**src/rtl/key_in_hex165_pkg.sv**
```systemverilog
// rtl/key_in_hex165_pkg.sv - shared scan states and parameter legality for the 165 key reader
package key_in_hex165_pkg;

    typedef enum logic [2:0] {
        ST_GAP  = 3'd0,
        ST_LOAD = 3'd1,
        ST_LOW  = 3'd2,
        ST_HIGH = 3'd3,
        ST_DONE = 3'd4
    } scan_state_e;

    function automatic bit params_ok(input int n_bits, input int clk_div,
                                     input int scan_gap, input int debounce_scans);
        return (n_bits >= 1) && (clk_div >= 4) && (scan_gap >= 1) && (debounce_scans >= 1);
    endfunction

endpackage

```
**src/rtl/key_in_hex165_debounce.sv**
```systemverilog
// rtl/key_in_hex165_debounce.sv - one key bit: scan-count debounce with press/release pulses
module key_debounce #(
    parameter int DEBOUNCE_SCANS = 4
) (
    input  logic clk,
    input  logic rst,
    input  logic scan_en,
    input  logic raw,
    output logic key,
    output logic key_press,
    output logic key_release
);
    localparam int CW = $clog2(DEBOUNCE_SCANS + 1);
    localparam logic [CW-1:0] CNT_MAX = CW'(DEBOUNCE_SCANS);

    logic [CW-1:0] cnt_q, cnt_d;
    logic          prev_q, prev_d;
    logic          key_q, key_d;
    logic          press_q, press_d;
    logic          release_q, release_d;

    always_comb begin
        cnt_d     = cnt_q;
        prev_d    = prev_q;
        key_d     = key_q;
        press_d   = 1'b0;
        release_d = 1'b0;
        if (scan_en) begin
            if (raw != prev_q) begin
                cnt_d = CW'(1);
            end else if (cnt_q < CNT_MAX) begin
                cnt_d = cnt_q + CW'(1);
            end
            prev_d = raw;
            // accept on the scan that completes the run, in the same cycle as the pulse
            if ((cnt_d >= CNT_MAX) && (raw != key_q)) begin
                key_d     = raw;
                press_d   = raw;
                release_d = ~raw;
            end
        end
    end

    always_ff @(posedge clk or posedge rst) begin
        if (rst) begin
            cnt_q     <= '0;
            prev_q    <= 1'b0;
            key_q     <= 1'b0;
            press_q   <= 1'b0;
            release_q <= 1'b0;
        end else begin
            cnt_q     <= cnt_d;
            prev_q    <= prev_d;
            key_q     <= key_d;
            press_q   <= press_d;
            release_q <= release_d;
        end
    end

    assign key         = key_q;
    assign key_press   = press_q;
    assign key_release = release_q;

endmodule

```
**src/rtl/key_in_hex165.sv**
```systemverilog
// rtl/key_in_hex165.sv - 74HC165 chain scanner: load/shift sequencing, sync, per-bit debounce
module key_in_hex165
    import key_in_hex165_pkg::*;
#(
    parameter int N_BITS         = 16,
    parameter int CLK_DIV        = 25,
    parameter int SCAN_GAP       = 100,
    parameter int DEBOUNCE_SCANS = 4
) (
    input  logic              sys_clk,
    input  logic              sys_rst,
    output logic              sr_clk,
    output logic              sr_ld_n,
    input  logic              sr_dat,
    output logic [N_BITS-1:0] keys,
    output logic [N_BITS-1:0] key_press,
    output logic [N_BITS-1:0] key_release,
    output logic              scan_done
);
    localparam int DIV_W = $clog2(CLK_DIV);
    localparam int GAP_W = $clog2(SCAN_GAP + 1);
    localparam int IDX_W = (N_BITS > 1) ? $clog2(N_BITS) : 1;

    if (!params_ok(N_BITS, CLK_DIV, SCAN_GAP, DEBOUNCE_SCANS)) begin : g_bad_params
        $error("key_in_hex165: illegal parameter set");
    end

    scan_state_e       state_q, state_d;
    logic [DIV_W-1:0]  div_q, div_d;
    logic [GAP_W-1:0]  gap_q, gap_d;
    logic [IDX_W-1:0]  idx_q, idx_d;
    logic [N_BITS-1:0] raw_q, raw_d;
    logic              sync1_q, sync1_d, sync2_q, sync2_d;
    logic              sr_clk_q, sr_clk_d;
    logic              sr_ld_n_q, sr_ld_n_d;
    logic              scan_done_q, scan_done_d;
    logic              tick_en;

    assign tick_en = (div_q == DIV_W'(CLK_DIV - 1));

    always_comb begin
        sync1_d = sr_dat;
        sync2_d = sync1_q;
        // divider pauses in DONE so every scan, including its DONE cycle, has the same period
        div_d = div_q;
        if (state_q != ST_DONE) begin
            div_d = tick_en ? '0 : div_q + DIV_W'(1);
        end

        state_d     = state_q;
        gap_d       = gap_q;
        idx_d       = idx_q;
        raw_d       = raw_q;
        scan_done_d = 1'b0;
        case (state_q)
            ST_GAP: begin
                if (tick_en) begin
                    if (gap_q == GAP_W'(SCAN_GAP - 1)) begin
                        gap_d   = '0;
                        state_d = ST_LOAD;
                    end else begin
                        gap_d = gap_q + GAP_W'(1);
                    end
                end
            end
            ST_LOAD: begin
                if (tick_en) begin
                    idx_d   = IDX_W'(N_BITS - 1);
                    state_d = ST_LOW;
                end
            end
            ST_LOW: begin
                if (tick_en) begin
                    raw_d[idx_q] = ~sync2_q;
                    state_d      = ST_HIGH;
                end
            end
            ST_HIGH: begin
                if (tick_en) begin
                    if (idx_q == '0) begin
                        state_d = ST_DONE;
                    end else begin
                        idx_d   = idx_q - IDX_W'(1);
                        state_d = ST_LOW;
                    end
                end
            end
            ST_DONE: begin
                scan_done_d = 1'b1;
                state_d     = ST_GAP;
            end
            default: state_d = ST_GAP;
        endcase

        sr_ld_n_d = (state_d != ST_LOAD);
        sr_clk_d  = (state_d == ST_HIGH);
    end

    always_ff @(posedge sys_clk or posedge sys_rst) begin
        if (sys_rst) begin
            state_q     <= ST_GAP;
            div_q       <= '0;
            gap_q       <= '0;
            idx_q       <= '0;
            raw_q       <= '0;
            sync1_q     <= 1'b1;
            sync2_q     <= 1'b1;
            sr_clk_q    <= 1'b0;
            sr_ld_n_q   <= 1'b1;
            scan_done_q <= 1'b0;
        end else begin
            state_q     <= state_d;
            div_q       <= div_d;
            gap_q       <= gap_d;
            idx_q       <= idx_d;
            raw_q       <= raw_d;
            sync1_q     <= sync1_d;
            sync2_q     <= sync2_d;
            sr_clk_q    <= sr_clk_d;
            sr_ld_n_q   <= sr_ld_n_d;
            scan_done_q <= scan_done_d;
        end
    end

    for (genvar i = 0; i < N_BITS; i++) begin : g_bit
        key_debounce #(
            .DEBOUNCE_SCANS(DEBOUNCE_SCANS)
        ) u_debounce (
            .clk        (sys_clk),
            .rst        (sys_rst),
            .scan_en    (state_q == ST_DONE),
            .raw        (raw_q[i]),
            .key        (keys[i]),
            .key_press  (key_press[i]),
            .key_release(key_release[i])
        );
    end

    assign sr_clk    = sr_clk_q;
    assign sr_ld_n   = sr_ld_n_q;
    assign scan_done = scan_done_q;

endmodule

```
**config.mk**
```make
export PLATFORM = sky130hd
export DESIGN_NAME = key_in_hex165
export DESIGN_NICKNAME = d
export VERILOG_FILES = /design/src/rtl/key_in_hex165_pkg.sv /design/src/rtl/key_in_hex165_debounce.sv /design/src/rtl/key_in_hex165.sv
export SDC_FILE = /design/constraint.sdc
export NUM_CORES = 1
export LEC_CHECK = 0
export ABC_CLOCK_PERIOD_IN_PS = 13900
export BUFFER_PORTS_ARGS = -buffer_cell sky130_fd_sc_hd__buf_4
export CAP_MARGIN = 20
export CORE_UTILIZATION = 45
export CTS_BUF_LIST = sky130_fd_sc_hd__clkbuf_8
export DETAILED_ROUTE_END_ITERATION = 12
export SLEW_MARGIN = 20
export SYNTH_ARGS = -nofsm -noshare
export SYNTH_HDL_FRONTEND = slang
export SYNTH_SLANG_ARGS = --single-unit
```
**constraint.sdc**
```tcl
create_clock -name sys_clk -period 13.9 [get_ports sys_clk]
set_input_delay 2.085 -clock sys_clk [delete_from_list [all_inputs] [get_ports sys_clk]]
set_output_delay 2.085 -clock sys_clk [all_outputs]
set_load 0.005 [all_outputs]
```
==> summary.txt, run 1 <==
Outcome -> complete, no violations
Final core occ -> 50.9%
Share of cells above drive strength 1 -> 18.5%
Die Span X -> 128 µm
Synth unique cells -> 52
Minimum clock period -> 3.16 ns
Unrepaired setup endpoints after global routing -> no
Most frequent cells in the layout -> dfrtp_1, nand2_1, buf_4, o21ai_0, a21oi_1
Final #Nets -> 695
RR Startpoint -> state_q[0]
Initial antenna violation count -> 0
Congestion Overflow GR -> 0
Final ANT Viol Nets -> 0
Post-Syn Instances -> 661
H-tree levels -> 4
Num CTS Buffers -> 17
CP Data Arrival Time -> 1.07 ns
# setup viols final -> 0
Setup Fix Bufs, Post-CTS -> 0
Die Ht -> 128 µm
Syn Area/Cell -> 10.8 µm²
WL per Instance -> 14.1 µm
Number of flops mapped to enable cells by yosys -> 0
Ys async rst share -> 100%
Max incr delay on CP -> 0.53 ns
I/O Buffers -> 53
Slew Limit Headroom -> 35.6%
CP Max Fanout -> 1
Std-Cell Rows -> 45
Fin crit share -> 22.7%
Clock tree sinks -> 152
Simple-gate share of the synthesized area -> 14.3%
Starting DRT DRC Count -> 271
Mapped cell area -> 7160 µm²
Area of the core -> 15400 µm²
Slew Viols, Final -> 0
Post-DP HPWL -> 8400 µm
# fillers -> 1354
Synth warn -> 0
Post-route DRC -> 0
Setup crit start kind -> register
Clk_skew -> 0.0126 ns
CP max stage cell -> dfstp_2
Hold buffers post-CTS -> 0
Area Overhead vs Synth -> 9.33%
FF+latch count, synth -> 152
P_leak -> 3.64 nW
Fin. Hold Viols -> 0
Resized cells post-CTS -> 0
Power per cell area -> 106 nW/µm²
Clk root buf -> clkbuf_8
Number of global-route vias before repair -> 4703
Pin slew with the least headroom to its limit -> 0.966 ns
FMAX -> 317 MHz
Commonest non-fill, non-tap cell in the layout -> dfrtp_1
Hold Crit Start -> sync1_q
Post-synthesis mux area share -> 3.41%
Crit Path Category -> reg -> out
Crit-path cells -> buf_4
Primary FF master, synth -> dfrtp_1
Crit-path leading delay family -> flip-flops
TNS Setup -> 0 ns
Crit path capture type -> output port
Post-Synth Adder-Cell Area -> 4.19%
Worst-path clk slew -> 0.08 ns
Drt first pass iters -> 4
Worst EP required -> 11.81 ns
Max_cap viols -> 0
Antenna fix cells -> 0
Starting Density -> 46.6%
Placer Congestion -> 0.793
Main combinational cell family by area after synthesis -> compound AO/OA/AOI/OAI gates
Routed WL -> 12600 µm
Vias per cell -> 5.34
WP buf/inv -> 1
Syn Nets -> 688
Largest net degree at the start of global routing -> 78
CTS tree -> done
Post-synthesis compound-gate area fraction -> 14.5%
Worst Hold Class -> reg -> reg
Maximum vdd drop -> 0.0000684 V
Synth Area in XOR/XNOR -> 2.20%
Clk buf depth -> 2
Sequential cell area fraction in the yosys report -> 53.2%
I/O pins -> 54
Overall Global Routing Usage -> 16.8%
Die area -> 16400 µm²
Later-pin clock latency in the skew report -> 0.45 ns
Vias -> 4761
First-pass GRT wire length -> 21600 µm
Crit path from -> sr_ld_n
[metal layers]
| layer | share of wire, % | wire length (µm) | track usage (%) | up-vias |
|---|---|---|---|---|
| met5 | 0 | 0 | 0 | - |
| met4 | 1.7 | 216 | 7.27 | 0 |
| met3 | 3.1 | 392 | 4.17 | 20 |
| met2 | 48 | 6070 | 27.9 | 76 |
| met1 | 47 | 5880 | 21.0 | 2339 |
| li1 | - | - | - | 2326 |
[state kept, by name, summed over array words and instances (netlist names)]
| register | count |
|---|---|
| state_q | 3 |
| sr_ld_n | 1 |
| g_bit.u_debounce.key | 16 |
| g_bit.u_debounce.key_press | 16 |
| g_bit.u_debounce.prev_q | 16 |
| sr_clk | 1 |
| scan_done | 1 |
| idx_q | 4 |
| raw_q | 16 |
| sync2_q | 1 |
| sync1_q | 1 |
| div_q | 5 |
| g_bit.u_debounce.cnt_q | 48 |
| gap_q | 7 |
| g_bit.u_debounce.key_release | 16 |
[report_power, final]
part / total, mW / internal, mW / leakage [nW] / switching [mW]
combinational: 0.00905 / 0.000680 / 1.29 / 0.00837
clock: 0.382 / 0.225 / 0.246 / 0.157
sequential: 0.443 / 0.442 / 2.10 / 0.000882
[cell usage after synthesis, types with 2 or more instances]
cell | n | area [µm²]
nand2b_1 | 3 | 18.8
o21ai_0 | 53 | 265
mux2_2 | 3 | 33.8
nand2_1 | 85 | 319
o211ai_1 | 16 | 120
buf_2 | 11 | 55.1
xor2_1 | 15 | 131
nor4b_1 | 3 | 26.3
dfstp_2 | 3 | 78.8
o21ai_1 | 3 | 15.0
nor4b_2 | 13 | 195
xnor2_1 | 3 | 26.3
inv_1 | 29 | 109
a31oi_1 | 11 | 68.8
ha_1 | 24 | 300
o21ai_2 | 10 | 87.6
or2_2 | 2 | 12.5
and3_1 | 3 | 18.8
nor2b_1 | 2 | 12.5
nor4b_4 | 2 | 47.6
nand3_1 | 4 | 20.0
a22o_1 | 16 | 140
dfrtp_1 | 149 | 3730
nor2_1 | 10 | 37.5
a41oi_1 | 8 | 70.1
nand4_1 | 6 | 37.5
a21oi_1 | 39 | 195
buf_4 | 52 | 390
nor3_1 | 35 | 175
o31ai_1 | 4 | 30.0
nor4_1 | 3 | 18.8
mux2i_1 | 21 | 210
[final timing paths]
kind | cells past startpoint | endpoint | slack (ns)
min in group asynchronous | 2 | g_bit[11].u_debounce.cnt_q[1] | 1.73
worst max-delay path | 1 | sr_ld_n | 10.74
worst min-delay path | 0 | sync2_q | 0.36
worst min register to register | 0 | sync2_q | 0.36
worst max register to register | 6 | g_bit[5].u_debounce.cnt_q[1] | 11.52
max in group asynchronous | 3 | idx_q[0] | 10.75
[cells by family after synthesis]
family                     after synthesis
adders and majority gates               24
buffers and inverters                   98
muxes                                   24
AOI/OAI and AO/OA                      165
xor gates and xnor gates                18
and+or+nand+nor                        180
DFF                                    152
[final cells by class]
cell class	count	area [µm²]	area share, %
clock buffer	20	275	3.51
clock inverter	12	181	2.32
inverter	30	118	1.50
multi-input combinational	411	2770	35.3
sequential	152	3810	48.6
tap	211	264	3.37
timing repair buffer	56	420	5.37
[metrics by stage]
stage               instances  hold slack, ns  total power, mW  setup slack (ns)  area (µm²)
finish                    892           0.358            0.834             10.74        7830
global route              892           0.361            0.865             10.45        7830
CTS                       892           0.360            0.847             10.64        7830
detailed placement        860           0.348            0.462             10.13        7370
global placement          860           0.346            0.462             10.19        7370
floorplan                 661           0.345            0.458              7.73        7160
Note: power is estimated with default switching activity, not from simulation.
==> run 2: changes to the inputs <==
- ABC_CLOCK_PERIOD_IN_PS: 13900 -> 3050
- clock period: 13.9 -> 3.05 ns (I/O delays scaled with it)
==> run 2 against run 1 <==
Effect of this change:
- sequential power grew to 4.6 times the previous value
- largest power group unchanged
- critical endpoint is now g_bit[9].u_debounce.key_release
- flip-flop and latch count unchanged
- total power grew to 4.3 times the previous value
- core utilization down 0.12 points
- routed wire length shrank 1.8%
- via count decreased by 1.4%
- global-route usage is 0.34 points lower
==> summary.txt, run 2 (same netlist as run 1, synthesis figures left out) <==
Final core occ -> 50.8% (-0.12 points)
I/O pins -> 54 (unchanged)
Fin. Hold Viols -> 0 (unchanged)
Fin crit share -> 63.6%
Antenna fix cells -> 0 (unchanged)
Pin slew with the least headroom to its limit -> 0.887 ns (-0.0791 ns)
CP max stage cell -> dfrtp_1
Num CTS Buffers -> 17 (unchanged)
Die area -> 16400 µm² (unchanged)
Crit path from -> state_q[0]
RR Startpoint -> state_q[0]
Worst hold margin -> 0.110 ns (-0.248 ns)
Largest Register -> g_bit.u_debounce.cnt_q
Number of global-route vias before repair -> 4553 (-3.2%)
First-pass GRT wire length -> 21400 µm (-0.99%)
Power per cell area -> 461 nW/µm² (+330%)
Vias per cell -> 5.25 (-1.6%)
Final #Nets -> 697 (+0.29%)
Worst EP required -> 3.40 ns (-8.41 ns)
Final ANT Viol Nets -> 0 (unchanged)
# fillers -> 1386 (+2.4%)
Most frequent cells in the layout -> dfrtp_1, nand2_1, buf_4, o21ai_0, a21oi_1
Maximum vdd drop -> 0.000236 V (+240%)
Minimum clock period -> 1.94 ns
Clk_skew -> 0.0125 ns (-0.0000661 ns)
WL per Instance -> 13.8 µm (-2.0%)
Area of the core -> 15400 µm² (unchanged)
Area Overhead vs Synth -> 9.07%
Crit path capture type -> register
Commonest non-fill, non-tap cell in the layout -> dfrtp_1
Slew Viols, Final -> 0 (unchanged)
Crit Path Category -> reg -> reg
Resized cells post-CTS -> 0 (unchanged)
TNS Setup -> 0 ns (unchanged)
Die Span X -> 128 µm (unchanged)
Drt first pass iters -> 4 (unchanged)
H-tree levels -> 4 (unchanged)
Routed WL -> 12300 µm (-1.8%)
Hold Crit Start -> sr_dat
Slew Limit Headroom -> 40.9% (+5.3 points)
Hold buffers post-CTS -> 0 (unchanged)
Clk buf depth -> 2 (unchanged)
I/O Buffers -> 53 (unchanged)
Crit-path cells -> nor2_2, nand2_2, inv_2, buf_4, o21ai_1, nor4b_2
DP Area -> 7410 µm² (+0.53%)
Post-route DRC -> 0 (unchanged)
Clock tree sinks -> 152 (unchanged)
Max reg flops -> 48 (unchanged)
CP Max Fanout -> 22 (+21)
CP Data Arrival Time -> 2.29 ns (+1.22 ns)
Setup crit start kind -> register
Starting Density -> 46.6% (unchanged)
Setup Fix Bufs, Post-CTS -> 0 (unchanged)
Worst-path clk slew -> 0.07 ns (about the same)
Die Ht -> 128 µm (unchanged)
Outcome -> complete, no violations
Worst Hold Class -> in -> reg
Later-pin clock latency in the skew report -> 0.46 ns (about the same)
Share of cells above drive strength 1 -> 18.4% (-0.054 points)
Largest net degree at the start of global routing -> 153 (+96%)
Unrepaired setup endpoints after global routing -> no
Max_cap viols -> 0 (unchanged)
# setup viols final -> 0 (unchanged)
Clk root buf -> clkbuf_8
Total power -> 3.60 mW (+330%)
P_leak -> 3.62 nW (-0.44%)
Post-DP HPWL -> 8290 µm (-1.3%)
FMAX -> 516 MHz
Placer Congestion -> 0.741 (-6.5%)
Overall Global Routing Usage -> 16.5% (-0.34 points)
Std-Cell Rows -> 45 (unchanged)
Vias -> 4695 (-1.4%)
Congestion Overflow GR -> 0 (unchanged)
Initial antenna violation count -> 0 (unchanged)
Starting DRT DRC Count -> 340 (+25%)
CTS tree -> done
Worst R2R Setup Slack -> 1.11 ns (-10.41 ns)
Max incr delay on CP -> 0.48 ns (-0.05 ns)
Final instance area -> 7810 µm² (-0.24%)
==> run 2: layout make-up <==
class / instances / area, µm² / area share [%]
clock buffer: 19 / 262 / 3.35
tap: 211 / 264 / 3.38
clock inverter: 13 / 140 / 1.79
timing repair buffer: 58 / 460 / 5.89
multi-input combinational: 411 / 2760 / 35.4
inverter: 30 / 116 / 1.49
sequential: 152 / 3810 / 48.7
==> run 2: report_power, final <==
group	total (mW)	switching (mW)	leakage [nW]	internal, mW
clock	1.54	0.706	0.216	0.834
sequential	2.02	0.00345	2.10	2.02
combinational	0.0425	0.0377	1.31	0.00480
==> run 2: routing by layer <==
metal	vias up	global-route usage, %	wire length, µm
met5	-	0	0
met4	0	6.51	161
met3	12	4.84	410
met2	73	26.6	5840
met1	2288	20.9	5920
li1	2322	-	-
==> run 2: final timing paths <==
kind                                                    to  depth (start not counted)
setup / recovery           g_bit[9].u_debounce.key_release                          6
hold / removal                                     sync1_q                          1
setup reg to reg           g_bit[9].u_debounce.key_release                          6
hold reg to reg                                    sync2_q                          0
max in group asynchronous     g_bit[5].u_debounce.cnt_q[0]                          3
min in group asynchronous    g_bit[0].u_debounce.key_press                          3
==> run 2: through the flow <==
step | cells | setup WS (ns)
6_report | 894 | 1.11
4_1_cts | 894 | 1.12
3_3_place_gp | 862 | 1.19
2_1_floorplan | 661 | 0.678
5_1_grt | 894 | 0.917
3_5_place_dp | 862 | 1.15
==> run 2: worst max-delay path: cells and delay by family (launching register included) <==
family,cells,cell delay [ns]
AOI/OAI and AO/OA,1,0.17
DFF,1,0.48
buffers and inverters,2,0.62
and+or+nand+nor,3,0.56
